--- src/rtl/etcpu_imem_loader_pkg.sv ---
// ============================================================
// Package : etcpu_loader_pkg
// Shared state encoding and constants for the imem boot loader.
// Revision: 1.0
// ============================================================
`default_nettype none

package etcpu_loader_pkg;

  typedef enum logic [2:0] {
    IDLE = 3'd0,
    LOAD = 3'd1,
    HOLD = 3'd2,
    RUN  = 3'd3,
    ERR  = 3'd4
  } loader_state_t;

  localparam int LOADER_HOLD_W = 4;

endpackage

`default_nettype wire

--- src/rtl/etcpu_imem_loader_if.sv ---
// ============================================================
// Interface : etcpu_imem_loader_if
// Program word stream in, instruction-memory write port out.
// Revision: 1.0
// ============================================================
`default_nettype none

interface etcpu_imem_loader_if;

  logic        s_vld;
  logic [31:0] s_dat;
  logic        s_rdy;
  logic        inst_mem_wr_wen;
  logic [31:0] inst_mem_wr_addr;
  logic [31:0] inst_mem_wr_dat;

  // master: host stream source / memory sink side
  modport master (
    output s_vld, s_dat,
    input  s_rdy, inst_mem_wr_wen, inst_mem_wr_addr, inst_mem_wr_dat
  );

  // slave: the loader itself
  modport slave (
    input  s_vld, s_dat,
    output s_rdy, inst_mem_wr_wen, inst_mem_wr_addr, inst_mem_wr_dat
  );

endinterface

`default_nettype wire

--- src/rtl/etcpu_imem_loader.sv ---
// ============================================================
// Module : etcpu_imem_loader
// Writes a streamed program image into imem from address 0 and
// holds the CPU in reset until the image is complete.
// Optional feature macro: ETCPU_LOADER_CHECKSUM_EN
// Revision: 1.0
// ============================================================
`default_nettype none

module etcpu_imem_loader
  import etcpu_loader_pkg::*;
#(
  parameter int INST_MEM_DEPTH = 256,
  parameter int RST_HOLD_CYC   = 4
) (
  input  wire logic                              clk,
  input  wire logic                              rst_n,
  input  wire logic                              start,
  input  wire logic                              abort,
  input  wire logic [$clog2(INST_MEM_DEPTH):0]   load_len,
`ifdef ETCPU_LOADER_CHECKSUM_EN
  input  wire logic [31:0]                       exp_sum,
  output logic      [31:0]                       sum,
`endif
  etcpu_imem_loader_if.slave                     bus,
  output logic                                   rst_n_cpu,
  output logic                                   busy,
  output logic                                   done,
  output logic                                   err
);

  localparam int AW = $clog2(INST_MEM_DEPTH);
  localparam logic [AW:0] C_DEPTH = (AW+1)'(INST_MEM_DEPTH);
  localparam logic [LOADER_HOLD_W-1:0] C_HOLD_LAST = LOADER_HOLD_W'(RST_HOLD_CYC - 1);

  loader_state_t r_state, w_next;

  logic [AW-1:0]            r_cnt;
  logic [AW:0]              r_len;
  logic [LOADER_HOLD_W-1:0] r_hold;

  logic        r_wen;
  logic [31:0] r_addr;
  logic [31:0] r_dat;

  logic w_s_rdy, w_beat, w_len_ok, w_last, w_hold_done, w_sum_ok, w_enter_load;
  logic w_busy_d, w_done_d, w_err_d, w_rst_cpu_d;

  assign w_len_ok     = (load_len != '0) && (load_len <= C_DEPTH);
  assign w_beat       = w_s_rdy && bus.s_vld;
  assign w_last       = ({1'b0, r_cnt} == (r_len - 1'b1));
  assign w_hold_done  = (r_hold == C_HOLD_LAST);
  assign w_enter_load = (w_next == LOAD) && (r_state != LOAD);

`ifdef ETCPU_LOADER_CHECKSUM_EN
  logic [31:0] r_exp_sum;
  assign w_sum_ok = (sum == r_exp_sum);

  always_ff @(posedge clk or negedge rst_n) begin
    if (!rst_n) begin
      sum       <= '0;
      r_exp_sum <= '0;
    end else if (w_enter_load) begin
      sum       <= '0;
      r_exp_sum <= exp_sum;
    end else if (w_beat) begin
      sum       <= sum + bus.s_dat;
    end
  end
`else
  assign w_sum_ok = 1'b1;
`endif

  // State register plus the counters the FSM owns
  always_ff @(posedge clk or negedge rst_n) begin
    if (!rst_n) begin
      r_state <= IDLE;
      r_cnt   <= '0;
      r_len   <= '0;
      r_hold  <= '0;
    end else begin
      r_state <= w_next;
      if (w_enter_load) begin
        r_cnt <= '0;
        r_len <= load_len;
      end else if (w_beat) begin
        r_cnt <= r_cnt + 1'b1;
      end
      r_hold <= (r_state == HOLD) ? r_hold + 1'b1 : '0;
    end
  end

  always_comb begin
    w_next = r_state;
    case (r_state)
      IDLE: if (start) w_next = w_len_ok ? LOAD : ERR;
      LOAD: begin
        if (abort)                w_next = IDLE;
        else if (w_beat && w_last) w_next = HOLD;
      end
      HOLD: if (w_hold_done) w_next = w_sum_ok ? RUN : ERR;
      RUN,
      ERR:  if (start) w_next = w_len_ok ? LOAD : ERR;
      default: w_next = IDLE;
    endcase
  end

  // Status outputs are registered from the next state so they track it exactly
  always_comb begin
    w_s_rdy     = (r_state == LOAD) && !abort;
    w_busy_d    = (w_next == LOAD) || (w_next == HOLD);
    w_done_d    = (w_next == RUN);
    w_err_d     = (w_next == ERR);
    w_rst_cpu_d = (w_next == RUN);
  end

  always_ff @(posedge clk or negedge rst_n) begin
    if (!rst_n) begin
      r_wen     <= 1'b0;
      r_addr    <= '0;
      r_dat     <= '0;
      busy      <= 1'b0;
      done      <= 1'b0;
      err       <= 1'b0;
      rst_n_cpu <= 1'b0;
    end else begin
      r_wen     <= w_beat;
      if (w_beat) begin
        r_addr <= 32'({r_cnt, 2'b00});
        r_dat  <= bus.s_dat;
      end
      busy      <= w_busy_d;
      done      <= w_done_d;
      err       <= w_err_d;
      rst_n_cpu <= w_rst_cpu_d;
    end
  end

  assign bus.s_rdy            = w_s_rdy;
  assign bus.inst_mem_wr_wen  = r_wen;
  assign bus.inst_mem_wr_addr = r_addr;
  assign bus.inst_mem_wr_dat  = r_dat;

endmodule

`default_nettype wire
--- src/flat_wrapper.sv ---
// flat-port wrapper written by rule: the top's interface ports become plain ports
module etcpu_imem_loader_flat import etcpu_loader_pkg::*;
#(
  parameter int INST_MEM_DEPTH = 256,
  parameter int RST_HOLD_CYC   = 4
)
  (clk, rst_n, start, abort, load_len, rst_n_cpu, busy, done, err, bus_s_vld, bus_s_dat, bus_s_rdy, bus_inst_mem_wr_wen, bus_inst_mem_wr_addr, bus_inst_mem_wr_dat);
  etcpu_imem_loader_if bus_i ();
  input  wire logic clk;
  input  wire logic rst_n;
  input  wire logic start;
  input  wire logic abort;
  input  wire logic [$clog2(INST_MEM_DEPTH):0] load_len;
  output logic rst_n_cpu;
  output logic busy;
  output logic done;
  output logic err;
  input wire logic [$bits(bus_i.s_vld)-1:0] bus_s_vld;
  input wire logic [$bits(bus_i.s_dat)-1:0] bus_s_dat;
  output wire logic [$bits(bus_i.s_rdy)-1:0] bus_s_rdy;
  output wire logic [$bits(bus_i.inst_mem_wr_wen)-1:0] bus_inst_mem_wr_wen;
  output wire logic [$bits(bus_i.inst_mem_wr_addr)-1:0] bus_inst_mem_wr_addr;
  output wire logic [$bits(bus_i.inst_mem_wr_dat)-1:0] bus_inst_mem_wr_dat;
  assign bus_i.s_vld = bus_s_vld;
  assign bus_i.s_dat = bus_s_dat;
  assign bus_s_rdy = bus_i.s_rdy;
  assign bus_inst_mem_wr_wen = bus_i.inst_mem_wr_wen;
  assign bus_inst_mem_wr_addr = bus_i.inst_mem_wr_addr;
  assign bus_inst_mem_wr_dat = bus_i.inst_mem_wr_dat;
  etcpu_imem_loader #(.INST_MEM_DEPTH(INST_MEM_DEPTH), .RST_HOLD_CYC(RST_HOLD_CYC)) u_core (.clk(clk), .rst_n(rst_n), .start(start), .abort(abort), .load_len(load_len), .bus(bus_i), .rst_n_cpu(rst_n_cpu), .busy(busy), .done(done), .err(err));
endmodule
--- config.mk ---
export PLATFORM = sky130hd
export DESIGN_NAME = etcpu_imem_loader_flat
export DESIGN_NICKNAME = d
export VERILOG_FILES = /design/src/rtl/etcpu_imem_loader_pkg.sv /design/src/rtl/etcpu_imem_loader_if.sv /design/src/rtl/etcpu_imem_loader.sv /design/src/flat_wrapper.sv
export SDC_FILE = /design/constraint.sdc
export NUM_CORES = 1
export LEC_CHECK = 0
export ABC_AREA = 0
export CORE_UTILIZATION = 44
export CTS_BUF_LIST = sky130_fd_sc_hd__clkbuf_8
export CTS_CLUSTER_DIAMETER = 60
export DETAILED_ROUTE_END_ITERATION = 7
export HOLD_SLACK_MARGIN = 0.15
export PLACE_DENSITY = 0.78
export RECOVER_POWER = 100
export SLEW_MARGIN = 20
export SYNTH_ARGS = -nofsm -noshare
export SYNTH_HDL_FRONTEND = slang
export SYNTH_SLANG_ARGS = --single-unit
--- constraint.sdc ---
create_clock -name clk -period 6.5 [get_ports clk]
set_clock_uncertainty 0.05 [all_clocks]
set_input_delay 1.3 -clock clk [delete_from_list [all_inputs] [get_ports clk]]
set_output_delay 1.3 -clock clk [all_outputs]
set_load 0.05 [all_outputs]
Word-level counts from Yosys, hierarchy flattened

Index checks and enable logic that the tools add are counted.

Add/subtract/negate cells: 3
$lt $le $gt $ge: 1
Equal/unequal tests: 11
Mux-type cells: 9
Reduce and logical (&&, ||, !) cells: 11

Operator list:

| cell                | number |
|---|---|
| $mux 8              | 2 |
| $mux 3              | 5 |
| $eq 3x2->1 const B  | 4 |
| $eq 8x9->1          | 1 |
| $le 9x9->1 const B  | 1 |
| $pmux 3 s3          | 1 |
| $reduce_bool 9->1   | 1 |
| $sub 9x1->9 const B | 1 |
| $add 8x1->8 const B | 1 |
| $eq 3x1->1 const B  | 2 |
| $eq 3x3->1 const B  | 2 |
| $logic_and 1x1->1   | 5 |
| $add 4x1->4 const B | 1 |
| $eq 4x2->1 const B  | 1 |
| $mux 4              | 1 |
| $logic_not 3->1     | 1 |
| $ne 3x1->1 const B  | 1 |
| $reduce_or 3->1     | 1 |
| $reduce_bool 2->1   | 1 |
| $logic_not 1->1     | 1 |
| $logic_or 1x1->1    | 1 |

Flip-flop bits (word level): 68
Input port bits: 46
Logic and storage cells: 45

Depth between registers and ports, before layout

Depth in word-level cells: 10
Mapped depth: 8

Worst setup path after synthesis

Ideal clock, no wire load.

Kind: input to output
From: input abort
To: output bus_s_rdy
Arrival time: 2283 ps
Data required time: 5150 ps
Path slack: 2867 ps
Stages: 2
Cell sequence: or4b_2 inv_1

Word-level cells in the longest chain between the ends: 2

Ends and longest elaborated chain:

| what              | RTL line                 | text |
|---|---|---|
| from (decl)       | flat_wrapper.sv:12       | `input wire logic abort;` |
| $logic_not 1->1   | etcpu_imem_loader.sv:110 | `w_s_rdy = (r_state == LOAD) && !abort;` |
| $logic_and 1x1->1 | etcpu_imem_loader.sv:110 |  |
| to (decl)         | flat_wrapper.sv:20       | `output wire logic [$bits(bus_i.s_rdy)-1:0] bus_s_rdy;` |

No other way between the ends.

Worst setup path after layout

Same ends and word-level chain as after synthesis.

==> metrics.yaml <==
outcome:
  status: "finished with violations"
  violations: "max-capacitance violations, max-slew violations"
clock_network:
  cts_hold_buf: 0
  postCtsSetupBuffers: 0
  numCtsBuffers: 9
  clk_pin_slew_ps: 70
  cts.sinks: 68
  cts_resized: 0
  insertion_delay_ps: 340
  cts-htree-levels: 3
  root_buffer: "clkbuf_8"
  cts_tree: "done"
  cts_buffer_depth: 2
global_route:
  track_usage_pct: 18.7
  antenna_found_initial: 0
  grt_pass1_vias: 2387
  overflow: 0
  grt_max_degree: 69
  grt_pass1_wl_mm: 10.9
run:
  maxCapViolCount: 2
drt:
  dr_total_vias: 2520
  viasPerCell: 4.74
  routed_wl_mm: 6.49
  antenna_left: 0
  drcViolationCount: 0
  wl_per_cell_um: 12.2
  drt-initial-drc-count: 115
  dr.pass1.iters: 4
power:
  p_per_area_nw_per_um2: 408
  peakVddDrop_mv: 0.208
  p_leak_nw: 2.14
sta:
  rsz0062_at_grt: "no"
  final_max_slew_viol_count: 87
  max_slew.worst_pin.slew_ps: 3520
  fmax_mhz: 208
  relSlewSlack_pct: -135
  finalHoldViolCount: 0
  setup_viol: 0
  period_needed_ps: 4800
  finalSetupTns_ps: 0
  finalCritPeriodShare_pct: 73.9
place:
  gp_congestion: 0.780
  placedCellCount: 516
  dpl.hpwl_mm: 4.48
  port_buffers: 91
floorplanning:
  die_h_um: 87.5
  dieWidth_um: 87.5
  core.rowCount: 30
  coreArea_um2: 6940
  die_area_um2: 7650
  start_util_pct: 46.3
  io_pins: 116
synthesis:
  syn_area_um2: 3220
  seq_area_frac_synth_pct: 52.9
  postSynthCellCount: 342
  synth-edff-count: 0
  synth.distinct_cells: 43
  syn_area_per_cell_um2: 9.40
  ys.flop_type: "dfrtp_1"
  ys_ff_latch: 68
  ys_async_sr_fraction_pct: 100
  ys_warn_count: 0
layout:
  fin_util_pct: 61.8
  synthToLayoutAreaGrowth_pct: 33.5
  stdcell_count: 532
  fin_nets: 480
  fillCellCount: 587
  drive_above_1_share_pct: 7.11
  num_antenna_cells: 0
setup_path:
  worstSetupEndpointType: "primary output"
  cp_data_required_time_ps: 5150
  critPathKind: "in -> out"
  timing.rr.end: "u_core.r_state[0]$_DFF_PN0_"
  cp-endpoint: "bus_s_rdy"
  cp_max_fo: 4
  worstRegToRegCells: 8
  rr_startpoint: "u_core.r_state[0]$_DFF_PN0_"
  start_kind: "input pin"
  r2r_slack_ps: 2910
  crit_start: "abort"
  arrival_ps: 3450
hold_path:
  hp-class: "reg -> reg"
## cell type report
cell class	count	area, um^2	area share (%)
Tap cell	96	120	2.80
Timing Repair Buffer	93	917	21.4
Sequential cell	68	1700	39.6
Clock inverter	7	92.6	2.16
Multi-Input combinational cell	252	1310	30.5
Clock buffer	9	124	2.89
Inverter	7	26.3	0.612
## flip-flops by register name, summed over array words and instances, names as in the netlist
signal                       cells
u_core.r_len                     9
u_core.r_hold                    4
u_core.r_state                   3
u_core.rst_n_cpu                 1
u_core.bus.inst_mem_wr_dat      32
u_core.bus.inst_mem_wr_wen       1
u_core.bus.inst_mem_wr_addr      8
u_core.r_cnt                     8
u_core.err                       1
u_core.busy                      1
## how the worst min path moves through the flow
| stage | start | endpoint | slack [ps] | cells after the start |
|---|---|---|---|---|
| 2_1_floorplan | u_core.r_hold[0]$_DFF_PN0_ | u_core.r_hold[0]$_DFF_PN0_ | 380 | 1 |
| 3_3_place_gp | u_core.r_hold[0]$_DFF_PN0_ | u_core.r_hold[0]$_DFF_PN0_ | 400 | 1 |
| 3_5_place_dp | u_core.r_hold[0]$_DFF_PN0_ | u_core.r_hold[0]$_DFF_PN0_ | 410 | 1 |
| 4_1_cts | u_core.r_hold[0]$_DFF_PN0_ | u_core.r_hold[0]$_DFF_PN0_ | 420 | 1 |
| 5_1_grt | u_core.bus.inst_mem_wr_dat[5]$_DFFE_PN0P_ | u_core.bus.inst_mem_wr_dat[5]$_DFFE_PN0P_ | 440 | 2 |
| 6_report | u_core.r_hold[0]$_DFF_PN0_ | u_core.r_hold[0]$_DFF_PN0_ | 410 | 1 |
## kinds of logic after synthesis
logic type / count (synthesis) / share of synthesized area (%)
and+or+nand+nor: 174 / 23.5
DFF: 68 / 52.9
adders and majority gates: 3 / 1.17
AOI/OAI and AO/OA: 21 / 4.71
other: 1 / 0.117
xor gates and xnor gates: 19 / 5.18
muxes: 11 / 3.77
buffers and inverters: 45 / 8.64
## critical path, cell delays in order
cell and delay, ps:
dlygate4sd3_1 520, or4b_2 620, inv_1 130, dlygate4sd3_1 880
## cells in the final DEF, fill, tap and decap left out, drive strengths merged, types with 2 or more instances in the layout
cell type      Yosys  layout
nand2            126     126
dfrtp             68      68
dlygate4sd3        0      48
clkdlybuf4s50      0      42
conb               1      24
nor2              14      14
xor2              10      10
clkbuf             6      10
xnor2              9       9
mux2               9       9
inv                7       8
a21oi              6       6
nand4              6       6
nand2b             5       5
nor3               4       4
nor4               4       4
o21ai              3       3
o31ai              3       3
ha                 3       3
and3               2       2
or4                2       2
nand3              2       2
nor3b              2       2
mux2i              2       2
nor2b              2       2
bufinv             0       2
clkinvlp           0       2
clkinv             0       2
buf               32       2
## metal layers
metal,share of wire [%],GRT usage [%],vias up,routed length [um]
li1,-,-,1236,-
met1,42,21.3,1182,2720
met2,51,33.5,93,3290
met3,5.6,4.55,9,365
met4,1.8,7.60,0,116
met5,0,0,-,0
## synthesized netlist by cell type, drive strengths merged (2+ instances only)
| cell | instances | area, um^2 |
|---|---|---|
| nand2 | 126 | 473 |
| dfrtp | 68 | 1700 |
| buf | 32 | 229 |
| nor2 | 14 | 52.6 |
| xor2 | 10 | 87.6 |
| mux2 | 9 | 101 |
| xnor2 | 9 | 78.8 |
| inv | 7 | 26.3 |
| a21oi | 6 | 30.0 |
| clkbuf | 6 | 22.5 |
| nand4 | 6 | 37.5 |
| nand2b | 5 | 31.3 |
| nor3 | 4 | 20.0 |
| nor4 | 4 | 31.3 |
| ha | 3 | 37.5 |
| o21ai | 3 | 15.0 |
| o31ai | 3 | 22.5 |
| and3 | 2 | 12.5 |
| mux2i | 2 | 20.0 |
| nand3 | 2 | 10.0 |
| nor2b | 2 | 12.5 |
| nor3b | 2 | 20.0 |
| or4 | 2 | 15.0 |
## report_power, final
| group | internal (mW) | switching (mW) |
|---|---|---|
| combinational | 0.239 | 0.513 |
| clock | 0.214 | 0.160 |
| sequential | 0.537 | 0.0863 |
| total | 0.990 | 0.759 |
## metrics by stage
| stage | hold slack, ps | setup WS (ps) | total power [mW] | area, um^2 |
|---|---|---|---|---|
| after floorplan | 383 | 2870 | 1.17 | 3300 |
| after global placement | 396 | 1920 | 1.41 | 4090 |
| after detailed placement | 408 | 1890 | 1.43 | 4100 |
| after CTS | 418 | 1890 | 1.81 | 4310 |
| after global routing | 438 | 1390 | 1.84 | 4290 |
| final | 410 | 1700 | 1.75 | 4290 |
(Power assumes the default switching activity.)
